File: config.mk
export PLATFORM = sky130hd
export DESIGN_NAME = gb80_mem_controller
export DESIGN_NICKNAME = d
export VERILOG_FILES = /design/src/rtl/gb80_mem_controller_pkg.sv /design/src/rtl/gb80_mem_controller_hram.sv /design/src/rtl/gb80_mem_controller.sv
export SDC_FILE = /design/constraint.sdc
export NUM_CORES = 1
export LEC_CHECK = 0
export CORE_ASPECT_RATIO = 0.9
export CORE_UTILIZATION = 59
export CTS_BUF_LIST = sky130_fd_sc_hd__clkbuf_8 sky130_fd_sc_hd__clkbuf_16
export DETAILED_ROUTE_END_ITERATION = 10
export PLACE_DENSITY_LB_ADDON = 0.12
export SLEW_MARGIN = 25
export SYNTH_ARGS = -nofsm -noshare
export SYNTH_HDL_FRONTEND = slang
export SYNTH_SLANG_ARGS = --single-unit
File: constraint.sdc
create_clock -name i_clk -period 4.2 [get_ports i_clk]
set_input_delay 0.84 -clock i_clk [delete_from_list [all_inputs] [get_ports i_clk]]
set_output_delay 0.84 -clock i_clk [all_outputs]
set_load 0.01 [all_outputs]
File: src/rtl/gb80_mem_controller_pkg.sv
// Shared definitions for the gb80 memory controller: region tags,
// address-map boundaries, FSM states and access classes.
package gb80_mem_controller_pkg;

  localparam logic [2:0] REG_ROM    = 3'd0;
  localparam logic [2:0] REG_VRAM   = 3'd1;
  localparam logic [2:0] REG_EXTRAM = 3'd2;
  localparam logic [2:0] REG_WRAM   = 3'd3;
  localparam logic [2:0] REG_OAM    = 3'd4;
  localparam logic [2:0] REG_IO     = 3'd5;

  localparam logic [15:0] A_VRAM   = 16'h8000;
  localparam logic [15:0] A_EXTRAM = 16'hA000;
  localparam logic [15:0] A_WRAM   = 16'hC000;
  localparam logic [15:0] A_ECHO   = 16'hE000;
  localparam logic [15:0] A_OAM    = 16'hFE00;
  localparam logic [15:0] A_UNUSE  = 16'hFEA0;
  localparam logic [15:0] A_IO     = 16'hFF00;
  localparam logic [15:0] A_HRAM   = 16'hFF80;
  localparam logic [15:0] A_IE     = 16'hFFFF;
  localparam logic [15:0] ECHO_OFS = 16'h2000;

  typedef enum logic [1:0] {
    ST_IDLE,
    ST_EXT,
    ST_DONE
  } state_t;

  typedef enum logic [1:0] {
    K_EXT,
    K_HRAM,
    K_IE,
    K_NONE
  } kind_t;

endpackage

File: src/rtl/gb80_mem_controller_hram.sv
// High RAM (FF80-FFFE): 127x8, synchronous write, registered read.
// Ports: clk, we/re enables, 7-bit index, wdata in, rdata out.
module gb80_mem_controller_hram (
  input  logic       clk,
  input  logic       we,
  input  logic       re,
  input  logic [6:0] idx,
  input  logic [7:0] wdata,
  output logic [7:0] rdata
);

  logic [7:0] mem [0:126];

  // Index 7F maps to IE, never to this array.
  always_ff @(posedge clk) begin
    if (we && idx != 7'h7F)
      mem[idx] <= wdata;
    if (re)
      rdata <= (idx == 7'h7F) ? 8'h00 : mem[idx];
  end

endmodule

File: src/rtl/gb80_mem_controller.sv
// CPU-to-memory-map bus controller: decodes the 16-bit map, runs the
// external bus with WAIT_CYCLES wait states, serves HRAM and IE
// internally. Ports: i_cpu_* request side, o_cpu_ready/done/rdata,
// o_mem_* external bus with region tag, i_mem_rdata, o_ie.
// Build option: GB80_ECHO_RAM_EN maps E000-FDFF onto WRAM.
module gb80_mem_controller
  import gb80_mem_controller_pkg::*;
#(
  parameter int         WAIT_CYCLES   = 1,
  parameter logic [7:0] UNMAPPED_DATA = 8'hFF
) (
  input  logic        i_clk,
  input  logic        i_reset,
  input  logic        i_cpu_req,
  input  logic        i_cpu_we,
  input  logic [15:0] i_cpu_addr,
  input  logic [7:0]  i_cpu_wdata,
  output logic        o_cpu_ready,
  output logic        o_cpu_done,
  output logic [7:0]  o_cpu_rdata,
  output logic [15:0] o_mem_addr,
  output logic [7:0]  o_mem_wdata,
  output logic        o_mem_re,
  output logic        o_mem_we,
  output logic [2:0]  o_mem_region,
  input  logic [7:0]  i_mem_rdata,
  output logic [7:0]  o_ie
);

  state_t      state, state_n;
  kind_t       dec_kind, kind_q;
  logic [2:0]  dec_region;
  logic [15:0] dec_addr;
  logic [3:0]  cnt;
  logic        we_q;
  logic [7:0]  rdata_q;
  logic [7:0]  hram_rdata;
  logic        accept;
  logic        hram_rd_done;

  always_comb begin
    dec_kind   = K_NONE;
    dec_region = REG_ROM;
    dec_addr   = i_cpu_addr;
    if (i_cpu_addr < A_VRAM) begin
      dec_kind = K_EXT;
    end else if (i_cpu_addr < A_EXTRAM) begin
      dec_kind   = K_EXT;
      dec_region = REG_VRAM;
    end else if (i_cpu_addr < A_WRAM) begin
      dec_kind   = K_EXT;
      dec_region = REG_EXTRAM;
    end else if (i_cpu_addr < A_ECHO) begin
      dec_kind   = K_EXT;
      dec_region = REG_WRAM;
    end else if (i_cpu_addr < A_OAM) begin
`ifdef GB80_ECHO_RAM_EN
      dec_kind   = K_EXT;
      dec_region = REG_WRAM;
      dec_addr   = i_cpu_addr - ECHO_OFS;
`else
      dec_kind   = K_NONE;
`endif
    end else if (i_cpu_addr < A_UNUSE) begin
      dec_kind   = K_EXT;
      dec_region = REG_OAM;
    end else if (i_cpu_addr < A_IO) begin
      dec_kind = K_NONE;
    end else if (i_cpu_addr < A_HRAM) begin
      dec_kind   = K_EXT;
      dec_region = REG_IO;
    end else if (i_cpu_addr < A_IE) begin
      dec_kind = K_HRAM;
    end else begin
      dec_kind = K_IE;
    end
  end

  assign accept = i_cpu_req && (state == ST_IDLE);

  always_ff @(posedge i_clk or posedge i_reset) begin
    if (i_reset) state <= ST_IDLE;
    else         state <= state_n;
  end

  always_comb begin
    state_n     = state;
    o_cpu_ready = 1'b0;
    o_cpu_done  = 1'b0;
    o_mem_re    = 1'b0;
    o_mem_we    = 1'b0;
    unique case (state)
      ST_IDLE: begin
        o_cpu_ready = 1'b1;
        if (i_cpu_req)
          state_n = (dec_kind == K_EXT) ? ST_EXT : ST_DONE;
      end
      ST_EXT: begin
        o_mem_re = !we_q;
        o_mem_we = we_q;
        if (cnt == 4'd0) state_n = ST_DONE;
      end
      ST_DONE: begin
        o_cpu_done = 1'b1;
        state_n    = ST_IDLE;
      end
      default: state_n = ST_IDLE;
    endcase
  end

  assign hram_rd_done = (state == ST_DONE) && (kind_q == K_HRAM) && !we_q;

  always_ff @(posedge i_clk or posedge i_reset) begin
    if (i_reset) begin
      o_mem_addr   <= 16'h0000;
      o_mem_wdata  <= 8'h00;
      o_mem_region <= 3'd0;
      we_q         <= 1'b0;
      kind_q       <= K_NONE;
      cnt          <= 4'd0;
      rdata_q      <= 8'h00;
      o_ie         <= 8'h00;
    end else begin
      if (accept) begin
        o_mem_addr   <= dec_addr;
        o_mem_wdata  <= i_cpu_wdata;
        o_mem_region <= dec_region;
        we_q         <= i_cpu_we;
        kind_q       <= dec_kind;
        cnt          <= 4'(WAIT_CYCLES);
        if (i_cpu_we && dec_kind == K_IE)
          o_ie <= i_cpu_wdata;
        if (!i_cpu_we && dec_kind == K_IE)
          rdata_q <= o_ie;
        if (!i_cpu_we && dec_kind == K_NONE)
          rdata_q <= UNMAPPED_DATA;
      end
      if (state == ST_EXT) begin
        if (cnt == 4'd0) begin
          if (!we_q) rdata_q <= i_mem_rdata;
        end else begin
          cnt <= cnt - 4'd1;
        end
      end
      if (hram_rd_done)
        rdata_q <= hram_rdata;
    end
  end

  // HRAM read data arrives one edge after accept; show it directly in DONE.
  assign o_cpu_rdata = hram_rd_done ? hram_rdata : rdata_q;

  gb80_mem_controller_hram u_hram (
    .clk   (i_clk),
    .we    (accept && dec_kind == K_HRAM && i_cpu_we),
    .re    (accept && dec_kind == K_HRAM && !i_cpu_we),
    .idx   (i_cpu_addr[6:0]),
    .wdata (i_cpu_wdata),
    .rdata (hram_rdata)
  );

endmodule

==> impl_metrics.env <==
export IMPL_core_area_sq_mm=0.07056
export IMPL_ff_latch_area_sq_mm=0.03205
export IMPL_io_buffer_count=82
export IMPL_cts_tree="done"
export IMPL_drive_gt1_share_pct=22.04
export IMPL_crit_arrival_ns=2.95
export IMPL_synth_top_cells_by_area="edfxtp_1, mux4_2, dfrtp_1"
export IMPL_cap_violations=0
export IMPL_synth_nets=2503
export IMPL_period_share_pct=90.15
export IMPL_utilization_pct=69.88
export IMPL_clock_sinks=1076
export IMPL_multiInputGateArea_sq_mm=0.009529
export IMPL_grt_busiest_layer="met2"
export IMPL_wl_microns=131400
export IMPL_yosys_area_top_type="edfxtp_1"
export IMPL_cts_root_buf="clkbuf_16"
export IMPL_r2r_start="u_hram.mem[41][6]$_DFFE_PP_"
export IMPL_rows=92
export IMPL_synthArstFlopShare_pct=4.833
export IMPL_htreeDepth=3
export IMPL_power_frac_seq_pct=50.9
export IMPL_reg2regPathDepth=7
export IMPL_crit_fanout=17
export IMPL_pre_cts_slack_ns=0.08987
export IMPL_crit_path_start="state[1]$_DFFE_PP0P_"
export IMPL_initial_core_util_pct=60.12
export IMPL_tns_ns=0
export IMPL_placed_cells=3596
export IMPL_grt_use_total_pct=36.37
export IMPL_met3_usage_pct=8.087
export IMPL_peakVddDrop_mv=0.4930
export IMPL_hold_violations=0
export IMPL_r2r_end="u_hram.rdata[6]$_SDFFCE_PN0P_"
export IMPL_setup_viol=0
export IMPL_cts_buffers=102
export IMPL_crit_path_cell_trace="nor2b_1 -> and3_1 -> mux2_2 -> clkdlybuf4s50_1"
export IMPL_endpoint_kind="output pin"
export IMPL_combPwrFrac_pct=9.2
export IMPL_synth_top_area_share_pct=72.48
export IMPL_cts_setup_buffers=0
export IMPL_dpl_hpwl_microns=84590
export IMPL_drc=0
export IMPL_finalCriticalPeriod_ns=3.786
export IMPL_rsz0062_at_grt="no"
export IMPL_grt_ovfl_total=0
export IMPL_hold_buffers=0
export IMPL_grt_max_degree=130
export IMPL_path_clk_slew_ns=0.06
export IMPL_fin_skew_ns=0.01923
export IMPL_start_kind="flip-flop"
export IMPL_yosysUniqueCellTypes=75
export IMPL_insertion_delay_ns=0.67
export IMPL_max_freq_mhz=264.1
export IMPL_slew_headroom_pct=38.48
export IMPL_ys_flop_type="edfxtp_1"
export IMPL_syn_avg_cell_area_sq_um=17.20
export IMPL_grt_pass1_wl_microns=187100
export IMPL_cp_endpoint="o_cpu_rdata[3]"
export IMPL_gr_usage_met1_pct=53.13
export IMPL_max_stage_delay_ns=0.66
export IMPL_die_area_sq_mm=0.07298
export IMPL_grt_pass1_vias=25195
export IMPL_die_h_microns=256.4
export IMPL_synthTopCellsByCount="edfxtp_1, nor2_1, nand2_1"
export IMPL_synth_cells=2466
export IMPL_gp_congestion=1.034
export IMPL_dr_pass1_iters=8
export IMPL_pin_count=83
export IMPL_hold_class="reg -> reg"
export IMPL_grt_util_met2_pct=53.75
export IMPL_worst_pin_slew_ns=0.9228
export IMPL_synthesis_area_sq_mm=0.04242
export IMPL_worstSetupPathType="reg -> out"
export IMPL_power_density_mw_per_mm2=480.6
export IMPL_clkPwrFrac_pct=39.9
export IMPL_ant_nets=0
export IMPL_yosys_warnings=0
export IMPL_synth_seq_area_share_pct=75.55
export IMPL_viasPerCell=6.859
export IMPL_final_nets=2797
export IMPL_postCtsResizedCells=0
export IMPL_avgRoutedWirePerCell_microns=34.65
export IMPL_instances_no_fill=3791
export IMPL_clk_path_buf_depth=3
export IMPL_drt_iter0_markers=3925
export IMPL_required_ns=3.36
export IMPL_p_leak_nw=16.67
export IMPL_die_w_microns=284.7
export IMPL_switching_share_pct=22.99
export IMPL_drv_slew=0
export IMPL_reg2reg_slack_ns=1.49
export IMPL_antenna_found_initial=5
export IMPL_internal_power_mw=18.25
export IMPL_ys_ff_latch=1076
export IMPL_area_delta_synth_final_pct=16.22
export IMPL_synth_edf_count=1024
export IMPL_synth_most_common_cell="edfxtp_1"
export IMPL_cp_slowest_cell="and3_1"
export IMPL_nFillCells=4512
export IMPL_vias=26002
export IMPL_status="complete, no violations"
export IMPL_switchingPower_mw=5.448
export IMPL_setup_slack_ns=0.4137
-- registers in the layout (all words and copies together), names as in the netlist, 3 cells and up --
| name | count |
|---|---|
| cnt | 4 |
| o_ie | 8 |
| o_mem_addr | 16 |
| o_mem_region | 3 |
| o_mem_wdata | 8 |
| rdata_q | 8 |
| u_hram.mem | 1016 |
| u_hram.rdata | 8 |
-- critical path: cells and delay by family, from the launching register on --
family / cells / cell delay [ns]
muxes: 1 / 0.42
and+or+nand+nor: 2 / 0.91
buffers and inverters: 1 / 0.48
DFF: 1 / 0.46
-- routing by layer --
| metal | vias up | share of wire [%] |
|---|---|---|
| met4 | 6 | 4.3 |
| li1 | 10529 | - |
| met3 | 292 | 12 |
| met2 | 1937 | 45 |
| met1 | 13238 | 38 |
| met5 | - | 0.024 |
-- how the worst min path moves through the flow --
stage	from	endpoint	slack, ns	depth (start not counted)
finish	kind_q[0]$_DFFE_PP1P_	kind_q[0]$_DFFE_PP1P_	0.47	2
global route	o_mem_addr[7]$_DFFE_PP0P_	o_mem_addr[7]$_DFFE_PP0P_	0.49	2
CTS	kind_q[0]$_DFFE_PP1P_	kind_q[0]$_DFFE_PP1P_	0.47	2
detailed placement	kind_q[0]$_DFFE_PP1P_	kind_q[0]$_DFFE_PP1P_	0.46	2
global placement	o_mem_region[1]$_DFFE_PP0P_	o_mem_region[1]$_DFFE_PP0P_	0.45	2
floorplan	kind_q[0]$_DFFE_PP1P_	kind_q[0]$_DFFE_PP1P_	0.45	2
-- cells by family (layout without fill, tap and decap cells) --
family / after synthesis / in the layout / share of synthesized area, %
AOI/OAI and AO/OA: 454 / 454 / 7.789
xor gates and xnor gates: 1 / 1 / 0.02065
adders and majority gates: 1 / 1 / 0.02949
buffers and inverters: 170 / 553 / 2.088
DFF: 1076 / 1076 / 75.55
muxes: 283 / 283 / 9.585
other: 0 / 2 / 0
and+or+nand+nor: 481 / 481 / 4.934
-- cells in the final DEF, fill, tap and decap left out, types with 5 or more instances in the layout --
cell type | Yosys | final
edfxtp_1 | 1024 | 1024
buf_4 | 29 | 261
nor2_1 | 196 | 194
nand2_1 | 167 | 167
mux2i_1 | 116 | 116
clkbuf_16 | 0 | 103
mux4_2 | 87 | 87
a221oi_1 | 83 | 83
mux2_2 | 77 | 77
a22oi_1 | 72 | 72
clkdlybuf4s50_1 | 0 | 71
o21ai_0 | 66 | 66
a21oi_1 | 61 | 61
dfrtp_1 | 50 | 50
o22ai_1 | 35 | 35
nand3_1 | 27 | 27
inv_1 | 8 | 24
clkinv_2 | 0 | 20
o221ai_1 | 19 | 19
clkinv_1 | 0 | 18
a22o_1 | 18 | 18
a221o_1 | 17 | 17
buf_12 | 0 | 16
nor3_1 | 15 | 15
a31oi_1 | 15 | 15
bufinv_16 | 0 | 15
a222oi_1 | 12 | 12
nand2b_1 | 9 | 9
and3_1 | 9 | 9
and2_1 | 9 | 8
a211oi_1 | 8 | 8
nor4_1 | 7 | 7
a21o_1 | 7 | 7
nor2b_1 | 11 | 6
nand4_1 | 6 | 6
clkinvlp_4 | 0 | 6
o211ai_1 | 5 | 5
-- power groups by stage --
stage / Clock (mW) / Sequential, mW / Combinational (mW)
3_5_place_dp: 0 / 12.3 / 2.14
2_1_floorplan: 0 / 12.3 / 0.974
6_report: 9.45 / 12.1 / 2.18
5_1_grt: 9.91 / 12.1 / 2.28
4_1_cts: 9.52 / 12.1 / 2.15
3_3_place_gp: 0 / 12.3 / 2.11
-- area by class of cell --
type	count	share of cell area, %
diodes	2	0.01015
clock buffers	105	5.283
clock inverters	88	1.743
inverters	8	0.06344
multi-input cells	1220	19.33
flip-flops and latches	1076	65.01
well taps	940	2.385
repair buffers	352	6.179
-- stage by stage --
stage / cell area [sq um] / power, mW / hold slack, ns
after global routing: 49300 / 24.27 / 0.4916
after detailed placement: 45830 / 14.43 / 0.4615
after CTS: 49300 / 23.74 / 0.4707
after global placement: 45830 / 14.38 / 0.4543
after floorplan: 42420 / 13.30 / 0.4468
final: 49310 / 23.70 / 0.4696
Power figures use the tool's default switching activity.
